### config.mk
export PLATFORM = sky130hd
export DESIGN_NAME = ps2_matrix_kbd
export DESIGN_NICKNAME = d
export VERILOG_FILES = /design/src/rtl/ps2_matrix_kbd.sv
export SDC_FILE = /design/constraint.sdc
export NUM_CORES = 1
export LEC_CHECK = 0
export ABC_AREA = 1
export CORE_ASPECT_RATIO = 1.4
export CORE_MARGIN = 8
export CORE_UTILIZATION = 36
export CTS_BUF_LIST = sky130_fd_sc_hd__clkbuf_8 sky130_fd_sc_hd__clkbuf_16
export CTS_CLUSTER_DIAMETER = 60
export DETAILED_ROUTE_END_ITERATION = 10
export SLEW_MARGIN = 0
export SYNTH_ARGS = -nofsm -noshare
export SYNTH_HDL_FRONTEND = slang
export SYNTH_SLANG_ARGS = --single-unit
export TNS_END_PERCENT = 1
### constraint.sdc
create_clock -name clk -period 3.1 [get_ports clk]
set_input_delay 0.62 -clock clk [delete_from_list [all_inputs] [get_ports clk]]
set_output_delay 0.62 -clock clk [all_outputs]
set_load 0.01 [all_outputs]
### src/rtl/ps2_matrix_kbd.sv
// PS/2 set-2 keyboard receiver and make/break decoder driving the 40-bit Cobra1 key matrix.
// Bit index is row*5+col; a set bit means the key is currently held.
module ps2_matrix_kbd #(
  parameter int TIMEOUT_CYCLES = 50000
) (
  input  logic        clk,
  input  logic        reset,
  input  logic        ps2_clk,
  input  logic        ps2_data,
  output logic [39:0] kb_state,
  output logic        byte_valid,
  output logic [7:0]  byte_data,
  output logic        frame_err
);

  localparam int TO_W = $clog2(TIMEOUT_CYCLES + 1);
  localparam logic [TO_W-1:0] TO_LAST = TO_W'(TIMEOUT_CYCLES - 1);

  typedef enum logic [1:0] {IDLE, BRK, EXT, EXT_BRK} state_t;

  function automatic logic [6:0] key_map(input logic [7:0] code);
    logic [6:0] r;
    r = 7'd0;
    case (code)
      8'h12: r = {1'b1, 6'd0};   8'h1A: r = {1'b1, 6'd1};   8'h22: r = {1'b1, 6'd2};
      8'h21: r = {1'b1, 6'd3};   8'h2A: r = {1'b1, 6'd4};
      8'h1C: r = {1'b1, 6'd5};   8'h1B: r = {1'b1, 6'd6};   8'h23: r = {1'b1, 6'd7};
      8'h2B: r = {1'b1, 6'd8};   8'h34: r = {1'b1, 6'd9};
      8'h15: r = {1'b1, 6'd10};  8'h1D: r = {1'b1, 6'd11};  8'h24: r = {1'b1, 6'd12};
      8'h2D: r = {1'b1, 6'd13};  8'h2C: r = {1'b1, 6'd14};
      8'h16: r = {1'b1, 6'd15};  8'h1E: r = {1'b1, 6'd16};  8'h26: r = {1'b1, 6'd17};
      8'h25: r = {1'b1, 6'd18};  8'h2E: r = {1'b1, 6'd19};
      8'h45: r = {1'b1, 6'd20};  8'h46: r = {1'b1, 6'd21};  8'h3E: r = {1'b1, 6'd22};
      8'h3D: r = {1'b1, 6'd23};  8'h36: r = {1'b1, 6'd24};
      8'h4D: r = {1'b1, 6'd25};  8'h44: r = {1'b1, 6'd26};  8'h43: r = {1'b1, 6'd27};
      8'h3C: r = {1'b1, 6'd28};  8'h35: r = {1'b1, 6'd29};
      8'h5A: r = {1'b1, 6'd30};  8'h4B: r = {1'b1, 6'd31};  8'h42: r = {1'b1, 6'd32};
      8'h3B: r = {1'b1, 6'd33};  8'h33: r = {1'b1, 6'd34};
      8'h29: r = {1'b1, 6'd35};  8'h59: r = {1'b1, 6'd36};  8'h3A: r = {1'b1, 6'd37};
      8'h31: r = {1'b1, 6'd38};  8'h32: r = {1'b1, 6'd39};
      default: r = 7'd0;
    endcase
    return r;
  endfunction

  // Stage p0/p1: two-FF synchronisers; p2: delayed copy and registered falling edge
  logic ps2_clk_p0, ps2_clk_p1, ps2_clk_p2;
  logic ps2_dat_p0, ps2_dat_p1, ps2_dat_p2;
  logic fall_p2;

  always_ff @(posedge clk) begin
    if (reset) begin
      ps2_clk_p0 <= 1'b1;
      ps2_clk_p1 <= 1'b1;
      ps2_clk_p2 <= 1'b1;
      fall_p2    <= 1'b0;
    end else begin
      ps2_clk_p0 <= ps2_clk;
      ps2_clk_p1 <= ps2_clk_p0;
      ps2_clk_p2 <= ps2_clk_p1;
      fall_p2    <= ps2_clk_p2 & ~ps2_clk_p1;
    end
  end

  always_ff @(posedge clk) begin
    ps2_dat_p0 <= ps2_data;
    ps2_dat_p1 <= ps2_dat_p0;
    ps2_dat_p2 <= ps2_dat_p1;
  end

  // Receiver: frame_w is the shift register as it will look after this edge
  logic [3:0]      bit_cnt;
  logic [10:0]     shift_r;
  logic [TO_W-1:0] to_cnt;
  logic [10:0]     frame_w;
  logic            frame_ok;

  assign frame_w  = {ps2_dat_p2, shift_r[10:1]};
  assign frame_ok = ~frame_w[0] & frame_w[10] & (^frame_w[9:1]);

  always_ff @(posedge clk) begin
    if (fall_p2) shift_r <= frame_w;
  end

  always_ff @(posedge clk) begin
    if (reset) begin
      bit_cnt    <= 4'd0;
      to_cnt     <= '0;
      byte_valid <= 1'b0;
      frame_err  <= 1'b0;
      byte_data  <= 8'h00;
    end else begin
      byte_valid <= 1'b0;
      frame_err  <= 1'b0;
      if (fall_p2) begin
        to_cnt <= '0;
        if (bit_cnt == 4'd10) begin
          bit_cnt <= 4'd0;
          if (frame_ok) begin
            byte_valid <= 1'b1;
            byte_data  <= frame_w[8:1];
          end else begin
            frame_err <= 1'b1;
          end
        end else begin
          bit_cnt <= bit_cnt + 4'd1;
        end
      end else if (bit_cnt != 4'd0) begin
        if (to_cnt == TO_LAST) begin
          to_cnt    <= '0;
          bit_cnt   <= 4'd0;
          frame_err <= 1'b1;
        end else begin
          to_cnt <= to_cnt + 1'b1;
        end
      end
    end
  end

  // Decoder: consumes registered byte_valid/byte_data, kb_state lands one cycle later
  state_t      state, state_nxt;
  logic [39:0] kb_nxt;
  logic        key_hit;
  logic [5:0]  key_idx;

  always_ff @(posedge clk) begin
    if (reset) begin
      state    <= IDLE;
      kb_state <= 40'd0;
    end else begin
      state    <= state_nxt;
      kb_state <= kb_nxt;
    end
  end

  always_comb begin
    state_nxt          = state;
    kb_nxt             = kb_state;
    {key_hit, key_idx} = key_map(byte_data);
    if (byte_valid) begin
      case (state)
        IDLE: begin
          if (byte_data == 8'hF0)      state_nxt = BRK;
          else if (byte_data == 8'hE0) state_nxt = EXT;
          else if (byte_data == 8'hAA) kb_nxt = 40'd0;
          else if (key_hit)            kb_nxt[key_idx] = 1'b1;
        end
        BRK: begin
          if (key_hit) kb_nxt[key_idx] = 1'b0;
          state_nxt = IDLE;
        end
        EXT:     state_nxt = (byte_data == 8'hF0) ? EXT_BRK : IDLE;
        EXT_BRK: state_nxt = IDLE;
        default: state_nxt = IDLE;
      endcase
    end
  end

endmodule

### After elaboration in Yosys (flattened, before gate mapping)

Memories as Yosys holds them, arrays and structs flattened. A register that Yosys moved wholly into a read port is not among the register bits.
Cells that the tools add are included.

| word-level totals | value |
|---|---|
| memories | 1 |
| output and inout bits | 50 |
| latch bits | 0 |
| register bits | 90 |
| bits in read-only memories | 896 |
| memory bits (writable) | 0 |
| word-level logic and storage cells | 83 |
| input bits | 4 |

Memories:

| name | depth | bits a word | read ports | clocked after Yosys merged registers in | wr ports | line | source |
|---|---|---|---|---|---|---|---|
| (name not given) | 128 | 7 | 1 | 1 | 0 | 24 | `case (code)` |

| operators by class | value |
|---|---|
| multipliers | 0 |
| bitwise gates (word level) | 10 |
| div/mod/pow operators | 0 |
| muxes and demuxes | 26 |
| add/sub/neg operators | 2 |
| $lt $le $gt $ge | 2 |
| equality and inequality tests | 13 |
| shifts and indexed selects | 0 |
| reductions and logical operators | 14 |

Operators by type and width:

| operator | count |
|---|---|
| two-way mux 40 bit | 5 |
| case mux 40 bit (2 select lines) | 1 |
| bitwise AND 40 bit | 1 |
| inverter 40 bit | 1 |
| OR 40 bit | 1 |
| == test 8 bit, second input constant | 3 |
| two-way mux 7 bit | 3 |
| adder 16 x 1 -> 16 bit, second input constant | 1 |
| == test 16 bit, second input constant | 1 |
| two-way mux 16 bit | 1 |
| two-way mux 4 bit | 4 |
| parity 9 bit | 1 |
| less-than comparator 6 x 7 -> 1 bit, second input constant | 1 |
| two-way mux 1 bit | 7 |
| demux 1 bit (select 6 bit) | 1 |
| greater-or-equal comparator 6 x 1 -> 1 bit, second input constant | 1 |
| two-way mux 2 bit | 3 |
| != test 2 bit, second input constant | 3 |
| != test 3 bit, second input constant | 2 |
| case mux 2 bit (3 select lines) | 1 |
| AND reduction 6 bit | 1 |
| nonzero test 2 bit | 3 |
| adder 4 x 1 -> 4 bit, second input constant | 1 |
| == test 2 bit, second input constant | 2 |
| 11 further kinds | 18 |

### Logic depth before layout (Yosys ltp)

| logic depth | value |
|---|---|
| depth in word-level cells | 11 |
| gate-level depth with buffers | 23 |
| mapped depth without buffers | 22 |

### Worst setup path after synthesis

Ideal clock, no wire load.

| timing | value |
|---|---|
| kind | reg-to-reg |
| start | register fall_p2 |
| end | register with a tool-made name |
| period minus slack after synthesis | 2501 ps |
| setup time | 113 ps |
| slack | 599 ps |
| arrival time | 2388 ps |
| cell stages (with the launch flop) | 16 |
| buffers on the path | 1 |
| path through | dfxtp_1 inv_1 nor2_1 nand4_2 buf_2 nand2_1 nand2_1 nand2_1 inv_1 ha_1 nand2_1 nand3_1 o21ai_0 nand2_1 nand2_1 nand2_1 |

RTL lines:

| item | line | source |
|---|---|---|
| start, declared | 49 | `logic fall_p2;` |
| start signal, assigned | 61 | `fall_p2 <= ps2_clk_p2 & ~ps2_clk_p1;` |

==> run_results.csv <==
group,metric,value,unit
cells_and_area,regArea,0.002022,mm2
worst_setup_path,worstPathArrival,2.97,ns
grt,antenna_found_initial,0,
cells_and_area,antenna_cells,0,
timing,slew_headroom,0.3199,
route,drc,0,
timing,min_period_over_period,0.8618,
placed_design,place_congestion,0.8922,
placed_design,place_area,0.005513,mm2
grt,grt_pass1_vias,4405,
placed_design,numPortBuffers,53,
cells_and_area,nets,773,
grt,use_met2,0.2611,
timing,worst_slew_pin_slew,1.019,ns
route,first_pass_iters,7,
synthesis,synth.distinct_cells,27,
cells_and_area,layout_commonest_cell,"nand2_1",
cells_and_area,finalNonFillerCells,916,
clock_tree,cts_sinks,96,
grt,grt_busiest_layer,"met2",
route,wl,12090,um
placed_design,dp_cells,900,
synthesis,yosys_warnings,0,
timing,setup_viol,0,
timing,clock_skew,0.007149,ns
synthesis,syn_inst,697,
route,wl_per_cell,13.20,um
timing,fmax,0.3743,GHz
floorplan,die_width,113.1,um
hold_path,hp-start,"ps2_dat_p1",
synthesis,seq_area_frac_synth,0.4252,
worst_setup_path,critPathKind,"reg -> reg",
grt,met1_usage,0.1572,
timing,timing.final.max_slew_violations,0,
synthesis,syn_avg_cell_area,6.823,um2
clock_tree,cts_root_buffer,"clkbuf_16",
floorplan,fp.coreArea,0.01287,mm2
power_and_ir_drop,power_leakage,2.386,nW
hold_path,holdPathEnd,"ps2_dat_p2",
floorplan,fp.dieH,152.0,um
worst_setup_path,ff2ff_path_depth,20,
grt,grt_overflow,0,
cells_and_area,area_growth,22.68,%
floorplan,io_pins,54,
floorplan,die_area,0.01720,mm2
placed_design,hpwl,9225,um
synthesis,synth.cell_area,0.004756,mm2
power_and_ir_drop,total_power,0.002468,W
power_and_ir_drop,powerDensity,423.1,mW/mm2
grt,use_met3,0.03649,
route,vias_per_cell,4.948,
timing,hold_viol,0,
timing,finalSetupTns,0,ns
synthesis,muxShareOfSynthArea,0,
synthesis,synth_compound_area_frac,0.1360,
synthesis,synth_edf_count,10,
clock_tree,cts_tree,"built",
synthesis,synthXorXnorAreaFrac,0.01105,
timing,rsz0062_at_grt,"false",
synthesis,syn_nets,712,
worst_setup_path,timing.rr.start,"shift_r[3]",
synthesis,synthAdderAreaFrac,0.02894,
run_status,status,"finished, final reports clean",
route,antenna_left,0,
clock_tree,clk_pin_slew,0.07,ns
worst_setup_path,crit_fanout,6,
grt,grt_max_degree,42,
grt,grt_usage,0.1460,
clock_tree,clk_path_buf_depth,2,
route,dr_total_vias,4532,
route,drt_first_iter_violations,222,
cells_and_area,fin_area,0.005834,mm2
timing,layout_setup_ws,0.4284,ns
clock_tree,clkLatencyLatePin,0.35,ns
cells_and_area,multiInputGateArea,0.002217,mm2
worst_setup_path,required,3.39,ns
worst_setup_path,reg2reg_slack,0.43,ns
floorplan,std_cell_rows,49,
synthesis,yosys.area_share.simple,0.2870,
run,maxCapViolCount,0,
cells_and_area,n_fill_cell,1316,
cells_and_area,final_cell_mix,"166 x nand2_1, 120 x inv_1, 86 x dfxtp_1",
grt,grt_pass1_wl,20760,um
synthesis,async_flop_share,0,
timing,fin_crit,2.672,ns
synthesis,ys_seq_elements,96,
worst_setup_path,setup.worst_path.end_class,"flip-flop",
hold_path,hp-class,"reg -> reg",
clock_tree,postCtsSetupRepairBufs,0,
synthesis,synth-main-ff-cell,"dfxtp_1",
worst_setup_path,critPathLaunchType,"flip-flop",
clock_tree,cts_buffers,9,
synthesis,synth_top_family_by_area,"simple AND/OR/NAND/NOR gates",
hold_path,hold_path_depth,0,
power_and_ir_drop,peakVddDrop,0.0002845,V
cells_and_area,drive_above_1_share,0.05505,
clock_tree,htree_levels,3,
floorplan,start_util,0.3694,
worst_setup_path,critPathLaunch,"shift_r[3]",
placed_design,place_ws,0.3805,ns
==> what timing repair did <==
action,in CTS,in global routing
resized for setup,0,4
endpoints found under the hold margin,0,0
endpoints found under the setup margin,0,2
hold buffers,0,0
==> power breakdown <==
part | switching, W | internal (W)
Clock | 0.000490 | 0.000650
Sequential | 0.00000507 | 0.00126
Combinational | 0.0000408 | 0.0000219
Total | 0.000536 | 0.00193
==> stage by stage <==
step | hold slack, ns | utilization
after global placement | 0.3128 | 0.4282
after CTS | 0.3286 | 0.4520
after floorplan | 0.3096 | -
after global routing | 0.3415 | 0.4532
final | 0.3284 | 0.4532
after detailed placement | 0.3121 | 0.4282
==> synthesized netlist by cell type, types with 2 or more instances <==
cell	number	area, um2
a211oi_1	3	22.52
a21oi_1	58	290.3
buf_2	5	25.02
buf_4	2	15.01
clkbuf_1	11	41.29
dfxtp_1	86	1722
edfxtp_1	10	300.3
ha_1	11	137.6
inv_1	119	446.7
nand2_1	169	634.4
nand3_1	55	275.3
nand4_1	10	62.56
nor2_1	56	210.2
nor2_2	2	12.51
nor3_1	20	100.1
nor4_1	4	25.02
o21ai_0	58	290.3
o32ai_1	2	17.52
or2_2	4	25.02
xnor2_1	3	26.28
xor2_1	3	26.28
==> layout make-up <==
cell class / instances / share of cell area
multi-input cells: 463 / 0.3800
flip-flops and latches: 96 / 0.3466
repair buffers: 69 / 0.1115
inverters: 119 / 0.07656
clock buffers: 10 / 0.04096
well taps: 153 / 0.03281
clock inverters: 6 / 0.01158
==> worst max path at each step <==
stage	end	slack (ns)	cells past startpoint
detailed placement	flip-flop	0.38	20
global route	flip-flop	0.01	17
CTS	flip-flop	0.37	16
global placement	flip-flop	0.41	10
floorplan	flip-flop	0.60	15
finish	flip-flop	0.43	20
==> sequential cells by signal (all words and copies together) (netlist names), named ones only <==
register	flops
bit_cnt	4
byte_data	8
byte_valid	1
fall_p2	1
frame_err	1
kb_state	40
ps2_clk_p0	1
ps2_clk_p1	1
ps2_clk_p2	1
ps2_dat_p0	1
ps2_dat_p1	1
ps2_dat_p2	1
shift_r	10
state	2
to_cnt	16
==> layer usage <==
layer / wire [um] / part of all wire
met1: 5038 / 0.42
met2: 6087 / 0.50
met3: 639 / 0.053
met4: 322 / 0.027
met5: 0 / 0
==> critical path: stages, from the launching register on <==
cell and delay, ns:
edfxtp_1 0.48, nand2_1 0.13, inv_1 0.05, nor2_1 0.09, nand2_1 0.07, nand2_1 0.06, nand2_1 0.06, nand2_1 0.07
nand2_1 0.05, nand2_1 0.15, nand4_1 0.11, nand2_1 0.13, nand2_2 0.11, inv_1 0.17, ha_1 0.20, nand3_1 0.19
nand3_1 0.22, o21ai_0 0.11, nand2_1 0.08, nand2_1 0.06, nand2_1 0.05
==> logic make-up (layout without fill, tap and decap cells) <==
kind of cell	after synthesis	count (layout)
and+or+nand+nor	322	322
buffers and inverters	138	204
AOI/OAI and AO/OA	124	124
DFF	96	96
adders and majority gates	11	11
xor gates and xnor gates	6	6
Note: power is estimated with default switching activity, not from simulation.
==> RTL edit 1 (same settings) <==
Reset style: asynchronous (`reset`), changed in 3 clocked blocks.
--- a/src/rtl/ps2_matrix_kbd.sv
+++ b/src/rtl/ps2_matrix_kbd.sv
@@ -49,5 +49,5 @@
   logic fall_p2;
 
-  always_ff @(posedge clk) begin
+  always_ff @(posedge clk or posedge reset) begin
     if (reset) begin
       ps2_clk_p0 <= 1'b1;
@@ -83,5 +83,5 @@
   end
 
-  always_ff @(posedge clk) begin
+  always_ff @(posedge clk or posedge reset) begin
     if (reset) begin
       bit_cnt    <= 4'd0;
@@ -124,5 +124,5 @@
   logic [5:0]  key_idx;
 
-  always_ff @(posedge clk) begin
+  always_ff @(posedge clk or posedge reset) begin
     if (reset) begin
       state    <= IDLE;
Formal check against the unedited RTL: same outputs for any inputs over 10 cycles, from zero or initial values and one cycle with reset high; that may be too few to reach the edited logic, so the function may still have changed.
==> RTL edit 1 against the original RTL <==
Synthesized cell count up 7.0%. Count of clock-buffer cells in the layout down 1. Final area up 11%. Setup slack better by 0.064 ns. Wire length up 18%. Clock skew up 0.0019 ns. Critical path depth down 7. Sequential cell count down 7. Area after synthesis up 16%. First-iteration DRC count up 32%.
Power is not compared: it rests on default switching activity, and its combinational part moved more than twofold at a synthesized area within 25%.
==> RTL edit 1: results (changes against the original RTL) <==
Leakage Power: 3.01 nW
Antenna Cells: 0 (unchanged)
VDD IR max: 267 uV
First-pass GRT wire length: 23.9 mm (was 20.8 mm)
Synth warnings: 0 (unchanged)
Status: finished, final reports clean (unchanged)
Top Registers: kb_state: 40 flops, to_cnt: 16 flops, shift_r: 10 flops (unchanged)
GP Congestion: 0.920 (was 0.892)
Residual DRC: 0 (unchanged)
Top routing layer in use: met4 (unchanged)
Met3 WL post-DR: 632 um (was 639 um)
Largest net degree at the start of global routing: 41 (was 42)
Gr usage total: 0.149 (was 0.146)
Leading cell types by count after synthesis: nand2_1 (242), nand3_1 (117), inv_1 (74) (was nand2_1 (169), inv_1 (119), dfxtp_1 (86))
Met2 Usage GRT: 0.251 (was 0.261)
Met2 WL post-DR: 6.92 mm (was 6.09 mm)
Port Buffer Count: 53 (unchanged)
Post-detail-place hpwl: 10.2 mm (was 9.23 mm)
Share of cells above drive strength 1: 0.0842 (was 0.0550)
FFs w/ async S/R, synth: 0.854 (was 0)
Initial antenna violation count: 0 (unchanged)
Vias in the first global route: 4826 (was 4405)
Main synth FF type: dfrtp_1 (was dfxtp_1)
CP peak stage delay: 0.49 ns
Dominant cells by area after synthesis: dfrtp_1 (33%), nand2_1 (16%), nand3_1 (11%), edfxtp_1 (5.5%), inv_1 (5.0%) (was dfxtp_1 (36%), nand2_1 (13%), inv_1 (9.4%), edfxtp_1 (6.3%), a21oi_1 (6.1%))
CTS Buffer Depth: 2 (unchanged)
WP data arrival: 2.83 ns (was 2.97 ns)
Met1 usage: 0.182 (was 0.157)
Cell variety after synth: 41 (was 27)
Per-cell routed wire length: 14.4 um (was 13.2 um)
Post-cts resize count: 0 (unchanged)
Post-CTS setup buffer count: 0 (unchanged)
Hold Crit Class: register to register (unchanged)
Synth Net Count: 760 (was 712)
Post-synth EDFFs: 10 (unchanged)
Final nets: 805 (was 773)
H-Tree Depth: 3 (unchanged)
Slew of the pin with the lowest slew margin: 0.561 ns (was 1.02 ns)
Final Skew: 0.00907 ns (was 0.00715 ns)
Hold path depth: 0 (unchanged)
Filler cells: 1584 (was 1316)
Metal1 wirelength: 6.37 mm (was 5.04 mm)
Clk slew on worst S/H paths: 0.07 ns (about the same)
Met3 GRT Util: 0.0316 (was 0.0365)
Detailed Routing Iterations Pass 1: 5 (was 7)
FF-to-FF path depth: 13 (was 20)
Largest fanout on the critical path: 8 (was 6)
Sequential fraction of the synthesis area: 0.411 (was 0.425)
CP max stage cell: dfrtp_1 (was edfxtp_1)
Via/cell ratio: 5.04 (was 4.95)
Iter 0 DRT Violations: 292 (was 222)
==> RTL edit 1: cell types whose count changed in the layout (fill, tap and decap cells not counted), sizes merged, moves of 11 or more <==
cell / before / now
a21oi: 58 / 23
dfrtp: 0 / 73
dfxtp: 86 / 3
inv: 121 / 85
nand2: 169 / 252
nand3: 55 / 124
nand4: 11 / 22
nor2: 58 / 38
o21ai: 58 / 18
o21bai: 0 / 15
==> RTL edit 1: cell families (layout without fill, tap and decap cells) <==
kind of cell | after synthesis | after routing | share of synthesized area
AOI/OAI and AO/OA | 64 | 64 | 0.0679
xor gates and xnor gates | 12 | 12 | 0.0204
adders and majority gates | 10 | 10 | 0.0227
buffers and inverters | 110 | 160 | 0.0943
DFF | 89 | 89 | 0.411
and+or+nand+nor | 461 | 461 | 0.383
==> RTL edit 1: path summary, 6_finish.rpt <==
| kind | startpoint | to | slack [ns] |
|---|---|---|---|
| hold reg to reg | ps2_dat_p1$_DFF_P_ | ps2_dat_p2$_DFF_P_ | 0.33 |
| min in group asynchronous | reset | to_cnt[2]$_DFFE_PP0P_ | 0.57 |
| max in group asynchronous | reset | kb_state[18]$_DFFE_PP0P_ | 1.88 |
| hold / removal | ps2_dat_p1$_DFF_P_ | ps2_dat_p2$_DFF_P_ | 0.33 |
| setup / recovery | byte_data[1]$_DFFE_PP0P_ | kb_state[29]$_DFFE_PP0P_ | 0.49 |
| setup reg to reg | byte_data[1]$_DFFE_PP0P_ | kb_state[29]$_DFFE_PP0P_ | 0.49 |
==> RTL edit 1: stage by stage <==
step	power [mW]	std cells	cell area, um2	hold WS [ns]	setup slack (ns)
finish	3.10	988	6460	0.329	0.493
global route	3.28	988	6460	0.343	0.184
CTS	3.13	988	6460	0.331	0.511
detailed placement	1.99	972	6160	0.314	0.537
global placement	1.99	972	6160	0.314	0.592
floorplan	1.85	746	5510	0.310	0.547
==> RTL edit 1: area by class of cell <==
cell class | instances | share of cell area
sequential | 89 | 0.351
tap | 192 | 0.0372
clock inverter | 7 | 0.0118
inverter | 81 | 0.0477
timing repair buffer | 63 | 0.0957
multi-input combinational | 547 | 0.422
clock buffer | 9 | 0.0349
==> RTL edit 1: worst max-delay path: cells and delay by family (launching register included) <==
kind	cells	cell delay, ns
adder cells (fa/ha/maj)	1	0.33
flip-flops	1	0.49
buffers and inverters	1	0.15
AO/OA/AOI/OAI	2	0.47
AND/OR/NAND/NOR	9	1.05
==> RTL edit 1: power by group through the flow <==
stage / Clock [mW] / Sequential, mW / Combinational [mW]
global placement: 0 / 1.34 / 0.653
floorplan: 0 / 1.32 / 0.530
finish: 1.13 / 1.32 / 0.652
detailed placement: 0 / 1.34 / 0.655
CTS: 1.16 / 1.32 / 0.656
global route: 1.20 / 1.33 / 0.750
==> RTL edit 2 (same settings) <==
Without the edit above. Change the parameter `TIMEOUT_CYCLES` from 50000 to 25000.
--- a/src/rtl/ps2_matrix_kbd.sv
+++ b/src/rtl/ps2_matrix_kbd.sv
@@ -2,5 +2,5 @@
 // Bit index is row*5+col; a set bit means the key is currently held.
 module ps2_matrix_kbd #(
-  parameter int TIMEOUT_CYCLES = 50000
+  parameter int TIMEOUT_CYCLES = 25000
 ) (
   input  logic        clk,
Check against the original RTL: no difference found for any inputs over 10 cycles, from zero or initial values and one cycle with reset high; that may be too few to reach the edited logic, so the function may still have changed.
==> RTL edit 2 against the original RTL <==
Sequential cell count shrank 1. Area after synthesis grew 1.5%. Via count shrank 1.1%. Sequential share of layout area shrank 0.35 points. Setup slack gained 0.018 ns. Power shrank 4.4%. Critical path type unchanged. First-iteration DRC count shrank 13%. Wire length shrank 1.9%. Final area is essentially flat. Maximum frequency grew 0.66%.
==> RTL edit 2: results (changes against the original RTL) <==
CTS Buffer Depth: 2 (unchanged)
P_comb: 0.0628 mW (was 0.0627 mW)
Via/cell ratio: 4.77 (was 4.95)
Met3 WL post-DR: 612 um (was 639 um)
First-pass GRT wire length: 20.2 mm (was 20.8 mm)
Adder-cell share of the synthesized area: 0.0285 (was 0.0289)
Detailed Routing Iterations Pass 1: 4 (was 7)
Cells after Synth: 698 (was 697)
Slew of the pin with the lowest slew margin: 0.944 ns (was 1.02 ns)
Hold Crit Class: register to register (unchanged)
GP Congestion: 0.888 (was 0.892)
Gr usage total: 0.139 (was 0.146)
Largest net degree at the start of global routing: 31 (was 42)
Top Registers: kb_state: 40 flops, to_cnt: 15 flops, shift_r: 10 flops (was kb_state: 40 flops, to_cnt: 16 flops, shift_r: 10 flops)
Met2 Usage GRT: 0.246 (was 0.261)
Dominant cells by area after synthesis: dfxtp_1 (35%), nand2_1 (12%), inv_1 (8.3%), edfxtp_1 (6.2%), nor2_1 (6.0%) (was dfxtp_1 (36%), nand2_1 (13%), inv_1 (9.4%), edfxtp_1 (6.3%), a21oi_1 (6.1%))
Per-cell routed wire length: 12.6 um (was 13.2 um)
Final Skew: 0.0112 ns (was 0.00715 ns)
Fin util: 0.440 (was 0.453)
Synth Net Count: 713 (was 712)
Vias in the first global route: 4407 (was 4405)
Met2 WL post-DR: 5.91 mm (was 6.09 mm)
CP delay by family, top: simple AND/OR/NAND/NOR gates (unchanged)
Synth warnings: 0 (unchanged)
Share of cells above drive strength 1: 0.0594 (was 0.0550)
CTS root buf: clkbuf_16 (unchanged)
Final nets: 768 (was 773)
Post-Route WL: 11.9 mm (was 12.1 mm)
Pre-CTS setup slack: 0.477 ns (was 0.381 ns)
Logic pwr share: 0.027 (was 0.025)
Largest fanout on the critical path: 6 (unchanged)
Cell variety after synth: 40 (was 27)
Xor-xnor portion of the synthesized cell area: 0.0109 (was 0.0110)
Placed cell count: 924 (was 900)
Met1 usage: 0.148 (was 0.157)
Met3 GRT Util: 0.0308 (was 0.0365)
Clk slew on worst S/H paths: 0.07 ns (about the same)
VDD IR max: 207 uV (was 284 uV)
P_int: 1.84 mW (was 1.93 mW)
Iter 0 DRT Violations: 193 (was 222)
Metal1 wirelength: 4.85 mm (was 5.04 mm)
Sequential fraction of the synthesis area: 0.415 (was 0.425)
Status: finished, final reports clean (unchanged)
Area leader, netlist: dfxtp_1 (unchanged)
Clock network power share: 0.443 (was 0.462)
CP peak stage delay: 0.35 ns (was 0.48 ns)
FFs w/ async S/R, synth: 0 (unchanged)
WP data arrival: 2.93 ns (was 2.97 ns)
Placed Area: 5550 um2 (was 5510 um2)
Synth Area in Compound Gates: 0.138 (was 0.136)
Post-detail-place hpwl: 9.24 mm (was 9.23 mm)
Leading cell types by count after synthesis: nand2_1 (160), inv_1 (107), dfxtp_1 (85) (was nand2_1 (169), inv_1 (119), dfxtp_1 (86))
Filler cells: 1385 (was 1316)
Top routing layer in use: met4 (unchanged)
CP max stage cell: dfxtp_1 (was edfxtp_1)
Leakage Power: 2.34 nW (was 2.39 nW)
H-Tree Depth: 3 (unchanged)
Port Buffer Count: 53 (unchanged)
-- RTL edit 2: cell count changes in the layout (fill, tap and decap cells not counted), moves of 11 or more --
cell     change
o21ai_0     -24
nor2_1      +21
inv_1       -12
o21a_1      +11
-- RTL edit 2: worst paths after layout --
| kind | start | to | slack (ns) | cells after the start |
|---|---|---|---|---|
| max | bit_cnt[0]$_SDFFE_PP0P_ | register | 0.45 | 15 |
| min | ps2_dat_p1$_DFF_P_ | ps2_dat_p2$_DFF_P_ | 0.33 | 0 |
| max reg2reg | bit_cnt[0]$_SDFFE_PP0P_ | register | 0.45 | 15 |
| min reg2reg | ps2_dat_p1$_DFF_P_ | ps2_dat_p2$_DFF_P_ | 0.33 | 0 |
-- RTL edit 2: cell type report --
class,count,share of cell area
clock buffers,10,0.0410
clock inverters,6,0.00729
inverters,117,0.0753
multi-input cells,470,0.395
flip-flops and latches,95,0.343
well taps,182,0.0390
repair buffers,60,0.0999
